<file path="src/rtl/exposure_if.sv">
// Frame-control bundle between the exposure sequencer and its host/ADC side.
// The master drives requests and handshakes; the slave (sequencer) drives the pixel-FSM controls and status.
interface exposure_if #(
    parameter int EXP_W = 8,
    parameter int ROW_W = 2
);
    logic             StartIN;
    logic             AbortIN;
    logic [EXP_W-1:0] ExpTimeIN;
    logic             ConvDoneIN;
    logic             FsmRunOUT;
    logic             FsmResetOUT;
    logic [ROW_W-1:0] RowAddrOUT;
    logic             ConvOUT;
    logic             BusyOUT;
    logic             DoneOUT;
    logic             ErrOUT;

    modport master (
        output StartIN, AbortIN, ExpTimeIN, ConvDoneIN,
        input  FsmRunOUT, FsmResetOUT, RowAddrOUT, ConvOUT, BusyOUT, DoneOUT, ErrOUT
    );

    modport slave (
        input  StartIN, AbortIN, ExpTimeIN, ConvDoneIN,
        output FsmRunOUT, FsmResetOUT, RowAddrOUT, ConvOUT, BusyOUT, DoneOUT, ErrOUT
    );
endinterface

</file>
<file path="src/rtl/exposure_sequencer.sv">
// Frame controller: pixel reset, timed exposure, then row-by-row ADC conversion with timeout.
// All outputs come straight from flops, so no input reaches an output combinationally.
module exposure_sequencer #(
    parameter int EXP_W     = 8,
    parameter int ROWS      = 4,
    parameter int ROW_W     = 2,
    parameter int RESET_CYC = 2,
    parameter int CONV_TMO  = 15
) (
    input logic        CLK,
    input logic        nResetIN,
    exposure_if.slave  bus
);
    localparam int TMO_W = $clog2(CONV_TMO + 1);
    localparam int RST_W = $clog2(RESET_CYC + 1);
    localparam int AUX_W = (TMO_W > RST_W) ? TMO_W : RST_W;
    localparam int CNT_W = (EXP_W > AUX_W) ? EXP_W : AUX_W;

    typedef enum logic [2:0] {
        S_IDLE    = 3'd0,
        S_RESET   = 3'd1,
        S_EXPOSE  = 3'd2,
        S_CONVERT = 3'd3,
        S_NEXT    = 3'd4,
        S_DONE    = 3'd5
    } state_t;

    state_t             state_q, state_d;
    logic [CNT_W-1:0]   cnt_q, cnt_d;
    logic [ROW_W-1:0]   row_q, row_d;
    logic [EXP_W-1:0]   exp_q, exp_d;
    logic               err_q, err_d;
    logic               fsm_run_q, fsm_run_d;
    logic               fsm_reset_q, fsm_reset_d;
    logic               conv_q, conv_d;
    logic               busy_q, busy_d;
    logic               done_q, done_d;

    // State, counters and registered outputs.
    always_ff @(posedge CLK or negedge nResetIN) begin
        if (!nResetIN) begin
            state_q     <= S_IDLE;
            cnt_q       <= {CNT_W{1'b0}};
            row_q       <= {ROW_W{1'b0}};
            exp_q       <= {EXP_W{1'b0}};
            err_q       <= 1'b0;
            fsm_run_q   <= 1'b0;
            fsm_reset_q <= 1'b0;
            conv_q      <= 1'b0;
            busy_q      <= 1'b0;
            done_q      <= 1'b0;
        end else begin
            state_q     <= state_d;
            cnt_q       <= cnt_d;
            row_q       <= row_d;
            exp_q       <= exp_d;
            err_q       <= err_d;
            fsm_run_q   <= fsm_run_d;
            fsm_reset_q <= fsm_reset_d;
            conv_q      <= conv_d;
            busy_q      <= busy_d;
            done_q      <= done_d;
        end
    end

    // Next-state logic; abort outranks every other transition, and ErrOUT survives it.
    always_comb begin
        state_d = state_q;
        cnt_d   = cnt_q;
        row_d   = row_q;
        exp_d   = exp_q;
        err_d   = err_q;
        if ((state_q != S_IDLE) && bus.AbortIN) begin
            state_d = S_IDLE;
            cnt_d   = {CNT_W{1'b0}};
            row_d   = {ROW_W{1'b0}};
        end else begin
            case (state_q)
                S_IDLE: begin
                    if (bus.StartIN) begin
                        state_d = S_RESET;
                        cnt_d   = {CNT_W{1'b0}};
                        exp_d   = (bus.ExpTimeIN == {EXP_W{1'b0}}) ? EXP_W'(1) : bus.ExpTimeIN;
                        err_d   = 1'b0;
                    end else begin
                        state_d = S_IDLE;
                    end
                end
                S_RESET: begin
                    if (cnt_q == CNT_W'(RESET_CYC - 1)) begin
                        state_d = S_EXPOSE;
                        cnt_d   = {CNT_W{1'b0}};
                    end else begin
                        cnt_d = cnt_q + CNT_W'(1);
                    end
                end
                S_EXPOSE: begin
                    if ((cnt_q + CNT_W'(1)) == CNT_W'(exp_q)) begin
                        state_d = S_CONVERT;
                        cnt_d   = {CNT_W{1'b0}};
                        row_d   = {ROW_W{1'b0}};
                    end else begin
                        cnt_d = cnt_q + CNT_W'(1);
                    end
                end
                S_CONVERT: begin
                    // A conversion finishing on the timeout cycle still counts as good.
                    if (bus.ConvDoneIN) begin
                        cnt_d   = {CNT_W{1'b0}};
                        state_d = (row_q == ROW_W'(ROWS - 1)) ? S_DONE : S_NEXT;
                    end else if (cnt_q == CNT_W'(CONV_TMO - 1)) begin
                        cnt_d   = {CNT_W{1'b0}};
                        err_d   = 1'b1;
                        state_d = S_DONE;
                    end else begin
                        cnt_d = cnt_q + CNT_W'(1);
                    end
                end
                S_NEXT: begin
                    state_d = S_CONVERT;
                    cnt_d   = {CNT_W{1'b0}};
                    row_d   = row_q + ROW_W'(1);
                end
                S_DONE: begin
                    state_d = S_IDLE;
                    row_d   = {ROW_W{1'b0}};
                end
                default: begin
                    state_d = S_IDLE;
                    cnt_d   = {CNT_W{1'b0}};
                    row_d   = {ROW_W{1'b0}};
                end
            endcase
        end
    end

    // Output decode from the upcoming state, registered so each flop matches its state.
    always_comb begin
        fsm_run_d   = (state_d == S_EXPOSE);
        fsm_reset_d = (state_d == S_RESET);
        conv_d      = (state_d == S_CONVERT);
        busy_d      = (state_d != S_IDLE);
        done_d      = (state_d == S_DONE);
    end

    assign bus.FsmRunOUT   = fsm_run_q;
    assign bus.FsmResetOUT = fsm_reset_q;
    assign bus.RowAddrOUT  = row_q;
    assign bus.ConvOUT     = conv_q;
    assign bus.BusyOUT     = busy_q;
    assign bus.DoneOUT     = done_q;
    assign bus.ErrOUT      = err_q;
endmodule

</file>
<file path="src/flat_wrapper.sv">
// flat-port wrapper written by rule: the top's interface ports become plain ports
module exposure_sequencer_flat 
#(
    parameter int EXP_W     = 8,
    parameter int ROWS      = 4,
    parameter int ROW_W     = 2,
    parameter int RESET_CYC = 2,
    parameter int CONV_TMO  = 15
)
  (CLK, nResetIN, bus_StartIN, bus_AbortIN, bus_ExpTimeIN, bus_ConvDoneIN, bus_FsmRunOUT, bus_FsmResetOUT, bus_RowAddrOUT, bus_ConvOUT, bus_BusyOUT, bus_DoneOUT, bus_ErrOUT);
  exposure_if #(.EXP_W(EXP_W), .ROW_W(ROW_W)) bus_i ();
  input logic CLK;
  input logic nResetIN;
  input wire logic [$bits(bus_i.StartIN)-1:0] bus_StartIN;
  input wire logic [$bits(bus_i.AbortIN)-1:0] bus_AbortIN;
  input wire logic [$bits(bus_i.ExpTimeIN)-1:0] bus_ExpTimeIN;
  input wire logic [$bits(bus_i.ConvDoneIN)-1:0] bus_ConvDoneIN;
  output wire logic [$bits(bus_i.FsmRunOUT)-1:0] bus_FsmRunOUT;
  output wire logic [$bits(bus_i.FsmResetOUT)-1:0] bus_FsmResetOUT;
  output wire logic [$bits(bus_i.RowAddrOUT)-1:0] bus_RowAddrOUT;
  output wire logic [$bits(bus_i.ConvOUT)-1:0] bus_ConvOUT;
  output wire logic [$bits(bus_i.BusyOUT)-1:0] bus_BusyOUT;
  output wire logic [$bits(bus_i.DoneOUT)-1:0] bus_DoneOUT;
  output wire logic [$bits(bus_i.ErrOUT)-1:0] bus_ErrOUT;
  assign bus_i.StartIN = bus_StartIN;
  assign bus_i.AbortIN = bus_AbortIN;
  assign bus_i.ExpTimeIN = bus_ExpTimeIN;
  assign bus_i.ConvDoneIN = bus_ConvDoneIN;
  assign bus_FsmRunOUT = bus_i.FsmRunOUT;
  assign bus_FsmResetOUT = bus_i.FsmResetOUT;
  assign bus_RowAddrOUT = bus_i.RowAddrOUT;
  assign bus_ConvOUT = bus_i.ConvOUT;
  assign bus_BusyOUT = bus_i.BusyOUT;
  assign bus_DoneOUT = bus_i.DoneOUT;
  assign bus_ErrOUT = bus_i.ErrOUT;
  exposure_sequencer #(.EXP_W(EXP_W), .ROWS(ROWS), .ROW_W(ROW_W), .RESET_CYC(RESET_CYC), .CONV_TMO(CONV_TMO)) u_core (.CLK(CLK), .nResetIN(nResetIN), .bus(bus_i));
endmodule
</file>
<file path="config.mk">
export PLATFORM = sky130hd
export DESIGN_NAME = exposure_sequencer_flat
export DESIGN_NICKNAME = d
export VERILOG_FILES = /design/src/rtl/exposure_if.sv /design/src/rtl/exposure_sequencer.sv /design/src/flat_wrapper.sv
export SDC_FILE = /design/constraint.sdc
export NUM_CORES = 1
export LEC_CHECK = 0
export ABC_CLOCK_PERIOD_IN_PS = 6600
export BUFFER_PORTS_ARGS = -buffer_cell sky130_fd_sc_hd__buf_2
export CAP_MARGIN = 30
export CORE_MARGIN = 1
export CORE_UTILIZATION = 35
export CTS_BUF_LIST = sky130_fd_sc_hd__clkbuf_16
export DETAILED_ROUTE_END_ITERATION = 8
export PLACE_DENSITY = 0.59
export SYNTH_ARGS = -nofsm -noshare
export SYNTH_HDL_FRONTEND = slang
export SYNTH_SLANG_ARGS = --single-unit
</file>
<file path="constraint.sdc">
create_clock -name CLK -period 6.6 [get_ports CLK]
set_clock_uncertainty 0.15 [all_clocks]
set_input_delay 0 -clock CLK [delete_from_list [all_inputs] [get_ports CLK]]
set_output_delay 0 -clock CLK [all_outputs]
set_load 0.05 [all_outputs]
</file>
==> metrics.txt <==
post-CTS sizing=0; peak supply drop=approximately 160 uV; initial antenna violation count=0; Hold/Removal Path Class=in -> async; WL/cell=14.1 um; status=complete, no violations; average size of a mapped cell=8.66 um2; final setup TNS=0 ns; Site Rows=24; Synth area leader=dfrtp_1; endpoints failing setup=0; via/cell ratio=5.40; Pleak=0.000871 uW; Synth top area share=40.6%; chip width=a little over 70 um; Fmax=333 MHz; Port Buf Inserts=20; most numerous cell in the Yosys netlist=dfrtp_1; diode count=0; Startpoint Class=flip-flop; Nets=235; Slew headroom=49.0%; Post-Route WL=~3.8 mm; DP HPWL=around 2.7 mm; post-synthesis cell type count=slightly above 40; final core occ=44.2%; number of flops mapped to enable cells by yosys=0; Root Driver=clkbuf_16; vias=1,452; CP endpoint=u_core.bus.DoneOUT; crit path capture type=flip-flop; post-synthesis sequential area ratio=between 40% and 50%; Synth async-reset ratio=100%; Synth Flop Type=dfrtp_1; Slew @ Worst Pin=0.757 ns; PwrDens=368 nW/um2; Post-Synthesis Cell Area=about 1700 um2; post-route ant nets=0; first-pass GRT wire length=roughly 6.5 mm; CTS Sinks=27; residual DRC count=0; WS Path Type=reg -> reg; largest net degree at the start of global routing=28; syn nets=209; worst-skew pair later-pin latency=0.26 ns; ranking of synthesized cells by area=dfrtp_1, mux2_2, nor2_1; post-route setup slack=3.60 ns; Reg2Reg Setup Slack=approximately 3.6 ns; Yosys warnings=0; RR Endpoint=u_core.bus.DoneOUT; max cap viols=0; Area Overhead vs Synth=19.0%; grt total ovfl=0; clock tree buffer depth=2; Final period util=a little under half; worst-path maximum fanout=12; Layout fillers=434; min cycle time layout=3.00 ns; vias in the first global route=between 1,000 and 1,500; DIE AREA=5030 um2; Placed Cells incl. Taps=approximately 250; synthesized flop and latch total=27; CORE AREA=4470 um2; top cells by count, synth=dfrtp_1, nor2_1, nand2_1; CP startpoint=u_core.cnt_q[0]; RSZ-0062 raised after global routing=no; CP Data Required Time=6.63 ns; GP Congestion=between 0.8 and 0.9; share of cells above drive strength 1=17.1%; crit path DAT=3.04 ns; Starting Density=37.2%; FF-to-FF path depth=7; Max Slew Vio Count=0; final hold violations=0; pre-CTS WS=3.60 ns; DR pass1 iterations=6; CTS tree=yes; TritonCTS buffer count=3; Worst-path clk slew=0.07 ns; num ports=21; Critical R2R Launch=u_core.cnt_q[0]; 1st-iter DRT viols=48; non-filler cells, final=269; Post-Syn Instances=192; Die Y=70.9 um; All-Layer GR Usage=16.6%; CTS H-Tree Depth=1
==> power by group <==
part	total, uW	switching (uW)	internal (uW)
logic	321	194	127
clock network	139	57.9	81.3
registers	267	52.0	215
==> layout by cell type (no fill, tap or decap), types with 6 or more instances in the layout <==
| cell | count |
|---|---|
| dfrtp_1 | 27 |
| nor2_1 | 20 |
| dlygate4sd3_1 | 12 |
| buf_2 | 22 |
| mux2_2 | 7 |
| nand2_1 | 16 |
| inv_1 | 12 |
| o211ai_1 | 6 |
| a21oi_1 | 7 |
| o21ai_0 | 14 |
| nand3_1 | 7 |
==> per-layer routing <==
metal,track usage (%),share of wire (%),vias to the layer above
met5,0,0,-
met4,6.00,1.2,0
met3,2.14,2.8,4
met2,26.3,47,28
met1,23.5,49,682
li1,-,-,738
==> through the flow <==
step / area (um2) / total power, uW / hold slack (ns)
after floorplan: 1660 / 515 / -0.446
after global placement: 1770 / 578 / -0.0933
after detailed placement: 1780 / 586 / -0.0956
after CTS: 1980 / 732 / 0.158
after global routing: 1980 / 781 / 0.210
final: 1980 / 728 / 0.131
==> how the worst min path moves through the flow <==
stage	from	end	slack (ns)
2_1_floorplan	nResetIN	u_core.bus.BusyOUT	-0.45
3_3_place_gp	nResetIN	u_core.bus.DoneOUT	-0.09
3_5_place_dp	nResetIN	u_core.bus.FsmRunOUT	-0.1
4_1_cts	nResetIN	u_core.bus.FsmRunOUT	0.16
5_1_grt	nResetIN	u_core.bus.FsmRunOUT	0.21
6_report	nResetIN	u_core.bus.DoneOUT	0.13
==> state kept, by name, indices dropped and copies added (netlist names) <==
signal / flops
u_core.cnt_q: 8
u_core.bus.FsmResetOUT: 1
u_core.state_q: 3
u_core.bus.BusyOUT: 1
u_core.exp_q: 8
u_core.bus.ErrOUT: 1
u_core.bus.RowAddrOUT: 2
u_core.bus.DoneOUT: 1
u_core.bus.FsmRunOUT: 1
u_core.bus.ConvOUT: 1
==> timing repair <==
action,CTS,global route
endpoints found under the hold margin,42,0
hold buffers,12,0
setup buffers,0,0
==> cell families (layout without fill, tap and decap cells) <==
logic type | Yosys count | count (layout) | synth area share, %
flops | 27 | 27 | 40.6
xor+xnor | 8 | 8 | 4.21
compound gates | 47 | 47 | 18.4
simple gates | 75 | 75 | 23.0
buf+inv | 24 | 49 | 6.02
mux | 7 | 7 | 4.74
fa+ha+maj | 4 | 4 | 3.01
==> layout make-up <==
type | count | area (um2) | share of cell area, %
Clock buffer | 3 | 75.1 | 3.80
Clock inverter | 1 | 3.75 | 0.190
Inverter | 11 | 41.3 | 2.09
Multi-Input combinational cell | 141 | 887 | 44.8
Sequential cell | 27 | 676 | 34.2
Tap cell | 52 | 65.1 | 3.29
Timing Repair Buffer | 34 | 230 | 11.6
==> critical path, stage by stage (launching register included) <==
cell	delay, ns
dfrtp_1	0.48
ha_1	0.33
nand3_2	0.15
or3_1	0.39
a22o_1	0.24
or4_4	0.63
o31a_1	0.35
nor3_2	0.20
Note: power is estimated with default switching activity, not from simulation.
